[src/rtl/rv32_e_div_unit_pkg.sv]
// Shared ALU op codes, divider FSM state encodings and the latched-op record.
// Consumed by rv32_e_div_unit and rv32_e_div_core via import rv32_e_div_unit_pkg::*.
package rv32_e_div_unit_pkg;

    localparam int ALU_W = 6;

    localparam logic [ALU_W-1:0] ALU_ADD  = 6'd0;
    localparam logic [ALU_W-1:0] ALU_SUB  = 6'd1;
    localparam logic [ALU_W-1:0] ALU_AND  = 6'd2;
    localparam logic [ALU_W-1:0] ALU_OR   = 6'd3;
    localparam logic [ALU_W-1:0] ALU_XOR  = 6'd4;
    localparam logic [ALU_W-1:0] ALU_SLL  = 6'd5;
    localparam logic [ALU_W-1:0] ALU_SRL  = 6'd6;
    localparam logic [ALU_W-1:0] ALU_SRA  = 6'd7;
    localparam logic [ALU_W-1:0] ALU_SLT  = 6'd8;
    localparam logic [ALU_W-1:0] ALU_SLTU = 6'd9;
    localparam logic [ALU_W-1:0] ALU_MUL  = 6'd12;
    localparam logic [ALU_W-1:0] ALU_DIV  = 6'd16;
    localparam logic [ALU_W-1:0] ALU_DIVU = 6'd17;
    localparam logic [ALU_W-1:0] ALU_REM  = 6'd18;
    localparam logic [ALU_W-1:0] ALU_REMU = 6'd19;

    localparam logic [1:0] ST_IDLE = 2'd0;
    localparam logic [1:0] ST_BUSY = 2'd1;
    localparam logic [1:0] ST_FIX  = 2'd2;
    localparam logic [1:0] ST_DONE = 2'd3;

    typedef struct packed {
        logic rem;    // result is the remainder rather than the quotient
        logic neg_q;  // quotient must be negated in FIX
        logic neg_r;  // remainder must be negated in FIX
        logic div0;   // divisor was zero
    } div_op_t;

    function automatic logic is_div_op(input logic [ALU_W-1:0] op);
        return (op == ALU_DIV) || (op == ALU_DIVU) || (op == ALU_REM) || (op == ALU_REMU);
    endfunction

endpackage

[src/rtl/rv32_e_div_core.sv]
// Unsigned radix-2 restoring divider datapath: one quotient bit per step_i cycle.
// load_i seeds the partial remainder, quotient shift register and step counter.
module rv32_e_div_core
    import rv32_e_div_unit_pkg::*;
#(
    parameter int XLEN = 32
) (
    input  logic            clk_i,
    input  logic            rst_i,
    input  logic            load_i,
    input  logic            step_i,
    input  logic [XLEN-1:0] dividend_i,
    input  logic [XLEN-1:0] divisor_i,
    output logic [XLEN-1:0] quotient_o,
    output logic [XLEN-1:0] remainder_o,
    output logic            last_o
);
    localparam int CW = $clog2(XLEN);
    localparam logic [CW-1:0] LAST_CNT = CW'(XLEN - 1);

    logic [XLEN-1:0] rem_q;
    logic [XLEN-1:0] quo_q;
    logic [XLEN-1:0] dvs_q;
    logic [CW-1:0]   cnt_q;

    logic [XLEN:0]   shifted;
    logic [XLEN-1:0] sub;
    logic            fits;

    // When the trial fits, the difference is below the divisor, so XLEN bits suffice.
    always_comb begin
        shifted = {rem_q, quo_q[XLEN-1]};
        fits    = shifted >= {1'b0, dvs_q};
        sub     = shifted[XLEN-1:0] - dvs_q;
    end

    always_ff @(posedge clk_i or posedge rst_i) begin
        if (rst_i) begin
            rem_q <= '0;
            quo_q <= '0;
            dvs_q <= '0;
            cnt_q <= '0;
        end else if (load_i) begin
            rem_q <= '0;
            quo_q <= dividend_i;
            dvs_q <= divisor_i;
            cnt_q <= '0;
        end else if (step_i) begin
            rem_q <= fits ? sub : shifted[XLEN-1:0];
            quo_q <= {quo_q[XLEN-2:0], fits};
            cnt_q <= cnt_q + CW'(1);
        end
    end

    assign quotient_o  = quo_q;
    assign remainder_o = rem_q;
    assign last_o      = (cnt_q == LAST_CNT);

endmodule

[src/rtl/rv32_e_div_unit.sv]
// RV32 divide/remainder unit: IDLE -> BUSY (XLEN steps) -> FIX (signs) -> DONE.
// Optional macro DIV_FAST_PATH_EN sends divide-by-zero and signed overflow IDLE -> DONE.
module rv32_e_div_unit
    import rv32_e_div_unit_pkg::*;
#(
    parameter int XLEN = 32
) (
    input  logic             clk_i,
    input  logic             rst_i,
    input  logic             start_i,
    input  logic [ALU_W-1:0] alu_control_i,
    input  logic [XLEN-1:0]  src_a_i,
    input  logic [XLEN-1:0]  src_b_i,
    input  logic             flush_i,
    output logic             stall_cpu_o,
    output logic             done_o,
    output logic [XLEN-1:0]  result_o,
    output logic [1:0]       dbg_state_o
);
    localparam logic [XLEN-1:0] ONE = XLEN'(1);
    localparam logic [XLEN-1:0] MIN = {1'b1, {(XLEN-1){1'b0}}};

    logic [1:0]      state_q, state_d;
    div_op_t         op_q, op_d;
    logic [XLEN-1:0] fix_res_q, result_q;
    logic [XLEN-1:0] fix_res_d, fast_res;
    logic [XLEN-1:0] a_mag, b_mag, quo_fix, rem_fix;
    logic [XLEN-1:0] core_quo, core_rem;
    logic            signed_op, accept, b_zero, skip_iter, core_last;

    // Handshake: an op is taken in the IDLE cycle where start_i is high with a
    // divide code and flush_i is low; done_o then pulses exactly once with result_o valid.
    always_comb begin
        signed_op = (alu_control_i == ALU_DIV) || (alu_control_i == ALU_REM);
        b_zero    = (src_b_i == '0);
        accept    = (state_q == ST_IDLE) && start_i && is_div_op(alu_control_i) && !flush_i;
        op_d.rem  = (alu_control_i == ALU_REM) || (alu_control_i == ALU_REMU);
        op_d.neg_q = signed_op && (src_a_i[XLEN-1] ^ src_b_i[XLEN-1]);
        op_d.neg_r = signed_op && src_a_i[XLEN-1];
        op_d.div0  = b_zero;
        a_mag = (signed_op && src_a_i[XLEN-1]) ? (~src_a_i + ONE) : src_a_i;
        b_mag = (signed_op && src_b_i[XLEN-1]) ? (~src_b_i + ONE) : src_b_i;
    end

`ifdef DIV_FAST_PATH_EN
    logic ovf;
    always_comb begin
        ovf       = signed_op && (src_a_i == MIN) && (src_b_i == '1);
        skip_iter = b_zero || ovf;
        if (b_zero) fast_res = op_d.rem ? src_a_i : '1;
        else        fast_res = op_d.rem ? '0 : MIN;
    end
`else
    always_comb begin
        skip_iter = 1'b0;
        fast_res  = '0;
    end
`endif

    rv32_e_div_core #(.XLEN(XLEN)) u_core (
        .clk_i       (clk_i),
        .rst_i       (rst_i),
        .load_i      (accept),
        .step_i      (state_q == ST_BUSY),
        .dividend_i  (a_mag),
        .divisor_i   (b_mag),
        .quotient_o  (core_quo),
        .remainder_o (core_rem),
        .last_o      (core_last)
    );

    // A zero divisor leaves an all-ones quotient; the signed fix must not flip it.
    always_comb begin
        quo_fix   = op_q.div0 ? '1 : (op_q.neg_q ? (~core_quo + ONE) : core_quo);
        rem_fix   = op_q.neg_r ? (~core_rem + ONE) : core_rem;
        fix_res_d = op_q.rem ? rem_fix : quo_fix;
    end

    always_comb begin
        state_d = state_q;
        if (flush_i) begin
            state_d = ST_IDLE;
        end else begin
            case (state_q)
                ST_IDLE: if (accept) state_d = skip_iter ? ST_DONE : ST_BUSY;
                ST_BUSY: if (core_last) state_d = ST_FIX;
                ST_FIX:  state_d = ST_DONE;
                default: state_d = ST_IDLE;
            endcase
        end
    end

    always_ff @(posedge clk_i or posedge rst_i) begin
        if (rst_i) begin
            state_q   <= ST_IDLE;
            op_q      <= '0;
            fix_res_q <= '0;
            result_q  <= '0;
        end else begin
            state_q <= state_d;
            if (accept) begin
                op_q <= op_d;
                if (skip_iter) fix_res_q <= fast_res;
            end
            if (state_q == ST_FIX && !flush_i) fix_res_q <= fix_res_d;
            if (state_q == ST_DONE && !flush_i) result_q <= fix_res_q;
        end
    end

    // result_q only commits when the DONE pulse is not flushed away.
    assign done_o      = (state_q == ST_DONE) && !flush_i;
    assign result_o    = done_o ? fix_res_q : result_q;
    assign stall_cpu_o = !rst_i && (accept || state_q == ST_BUSY || state_q == ST_FIX);
    assign dbg_state_o = state_q;

endmodule

[config.mk]
export PLATFORM = sky130hd
export DESIGN_NAME = rv32_e_div_unit
export DESIGN_NICKNAME = d
export VERILOG_FILES = /design/src/rtl/rv32_e_div_unit_pkg.sv /design/src/rtl/rv32_e_div_core.sv /design/src/rtl/rv32_e_div_unit.sv
export SDC_FILE = /design/constraint.sdc
export NUM_CORES = 1
export LEC_CHECK = 0
export ABC_AREA = 1
export ABC_CLOCK_PERIOD_IN_PS = 20700
export CAP_MARGIN = 25
export CORE_MARGIN = 8
export CORE_UTILIZATION = 60
export DETAILED_ROUTE_END_ITERATION = 12
export GPL_ROUTABILITY_DRIVEN = 0
export PLACE_DENSITY = 0.86
export SYNTH_ARGS = -nofsm -noshare
export SYNTH_HDL_FRONTEND = slang
export SYNTH_SLANG_ARGS = --single-unit
[constraint.sdc]
create_clock -name clk_i -period 20.7 [get_ports clk_i]
set_input_delay 6.21 -clock clk_i [delete_from_list [all_inputs] [get_ports clk_i]]
set_output_delay 6.21 -clock clk_i [all_outputs]
set_load 0.01 [all_outputs]
==> results_dict.tcl <==
set metrics [dict create \
    max_freq_mhz 64.64 \
    synth_nets 2308 \
    worst_setup_path_end_kind "output pin" \
    wire_per_inst_um 16.38 \
    crit_path_start "alu_control_i[3]" \
    dieArea_um2 28170 \
    grt_max_degree 93 \
    muxShareOfSynthArea 0 \
    power_leakage_nw 8.085 \
    synth.most_common_cell "nand2_1" \
    setup_viol 0 \
    cts-hold-fix-buffers 0 \
    finalHoldViolCount 0 \
    fillers 1971 \
    synth_top_family_by_area "simple AND/OR/NAND/NOR gates" \
    drv_cap 0 \
    yosysWarnings 0 \
    cp-endpoint "stall_cpu_o" \
    finalNetCount 2373 \
    max_slew_margin 0.3530 \
    portBuffers 109 \
    dr.pass1.iters 6 \
    syn2layout_area_growth_pct 12.83 \
    power_density_nw_per_um2 135.0 \
    dpl.hpwl_mm 32.15 \
    ys.flop_type "dfrtp_1" \
    worstPathRequired_ns 14.49 \
    initial_core_util 0.6110 \
    die_y_um 167.8 \
    status "complete, no violations" \
    tns_ns 0 \
    routed_via_density 5.856 \
    hp-class "reg -> reg" \
    r2r_slack_ns 17.49 \
    ctsResizeCount 0 \
    drive_above_1_share 0.04892 \
    drt-initial-drc-count 1802 \
    clkTransAtPathRegs_ns 0.07 \
    grt_pass1_wl_mm 68.24 \
    yosysTopAreaCellShare 0.3093 \
    syn_inst 2191 \
    cts_tree "yes" \
    post-route-period-util 0.7474 \
    critPathMaxFanout 43 \
    numCtsBuffers 17 \
    synth_fa_ha_area_frac 0.03944 \
    cp_data_arrival_time_ns 9.26 \
    yosys.area.top_type "dfrtp_1" \
    slew_viol_final 0 \
    synth_xor_area_frac 0.02533 \
    grt_pass1_vias 13960 \
    n_antenna_cell 0 \
    synth_compound_area_frac 0.1110 \
    ir_drop_mv 0.07189 \
    path_class "in -> out" \
    async_reset_ff_frac 1.000 \
    grt-ovfl-total 0 \
    synth.avg_cell_area_um2 6.314 \
    vias 14960 \
    postRouteAntennaNets 0 \
    rsz0062_at_grt "no" \
    clk_latency_ns 0.44 \
    cts.sinks 171 \
    ys_types 50 \
    wl_mm 41.83 \
    worstHoldStart "result_q[25]" \
    synth_edf_count 0 \
    ys_ff_latch 171 \
    ys_top_cells_by_count "681 x nand2_1, 306 x inv_1, 271 x nand3_1" \
    worst-r2r-cell-count 13 \
    drcViolationCount 0 \
    rows 55 \
    skew_ns 0.01486 \
    power.total_mw 2.107 \
    rr_startpoint "u_core.remainder_o[19]" \
    antenna_found_initial 0 \
    core_area_um2 22640 \
    mappedNetlistArea_um2 13830 \
    root_buffer "clkbuf_16" \
    post-cts-setup-buffer-count 0 \
    rr_endpoint "u_core.quotient_o[0]" \
    synth_area_leaders "dfrtp_1 31%, nand2_1 18%, nand3_1 9.8%, inv_1 8.3%, nor2_1 5.4%" \
    fp.dieW_um 167.8 \
    synthSimpleGateAreaFrac 0.4024 \
    period_needed_ns 15.47 \
    critPathLaunchType "input pin" \
    htreeDepth 4 \
    seq_area_frac_synth 0.3093 \
    ios 110 \
    tightestPinTransition_ns 0.9694 \
    cts_buffer_depth 2 \
    grt.total_usage 0.2943 \
]
layout by cell type, fill, tap and decap left out, types with 11 or more instances in the layout:
cell type	n
a21oi_1	66
clkbuf_16	17
clkdlybuf4s50_1	109
dfrtp_1	171
ha_1	42
inv_1	305
inv_2	11
nand2_1	681
nand2_2	16
nand3_1	271
nand3_2	14
nand4_1	28
nor2_1	200
nor2_4	11
nor3_1	17
o21ai_0	103
o21ai_1	41
o221ai_1	18
o22ai_1	12
xnor2_1	14
xor2_1	26
through the flow:
stage          hold slack (ns)    util  instances  setup slack, ns  cell area (um^2)
4_1_cts                 0.4804  0.6885       2553            5.287             15590
2_1_floorplan           0.4491       -       2191            4.097             13830
5_1_grt                 0.4925  0.6894       2554            5.012             15610
3_3_place_gp            0.4623  0.6610       2519            5.375             14960
3_5_place_dp            0.4619  0.6631       2521            5.322             15010
6_report                0.4769  0.6894       2554            5.229             15610
registers in the layout, summed over array words and instances (netlist names):
register and cells:
fix_res_q 32, result_q 32, u_core.dvs_q 32, u_core.quotient_o 32, u_core.remainder_o 32, u_core.cnt_q 5
op_q 4, dbg_state_o 2
area by class of cell:
type | instances | area, um^2 | share of cell area
clock buffers | 17 | 425.4 | 0.02725
clock inverters | 15 | 151.4 | 0.009699
inverters | 319 | 1202 | 0.07703
multi-input cells | 1630 | 7998 | 0.5124
flip-flops and latches | 171 | 4279 | 0.2741
well taps | 285 | 356.6 | 0.02285
repair buffers | 117 | 1196 | 0.07663
per-layer routing:
layer	part of all wire	routed length, um	GRT usage
met4	0.048	1993	0.1436
met3	0.091	3800	0.05122
met5	0	0	0
met2	0.44	18460	0.4558
met1	0.42	17580	0.3935
power breakdown:
| group | switching [mW] | internal, mW | total [mW] | leakage, nW |
|---|---|---|---|---|
| clock network | 0.153 | 0.160 | 0.313 | 0.279 |
| logic | 0.831 | 0.426 | 1.26 | 5.61 |
| registers | 0.0883 | 0.450 | 0.538 | 2.20 |
worst max-delay path, stage by stage:
cell and delay, ns:
clkdlybuf4s50_1 0.40, or2_1 0.28, nor2_4 0.13, nand4_4 0.43, nand2_2 0.88, o21ai_0 0.25, inv_1 0.12, clkdlybuf4s50_1 0.54
cell families after synthesis:
kind of cell | after synthesis
AOI/OAI and AO/OA | 274
xor gates and xnor gates | 40
adders and majority gates | 43
buffers and inverters | 390
DFF | 171
and+or+nand+nor | 1273
worst min-delay path by stage:
| stage | to | cells past startpoint |
|---|---|---|
| final | result_q[25] | 2 |
| after global routing | result_q[28] | 2 |
| after CTS | result_q[25] | 2 |
| after detailed placement | result_q[25] | 2 |
| after global placement | result_q[27] | 2 |
| after floorplan | u_core.dvs_q[27] | 2 |
(Power assumes the default switching activity.)
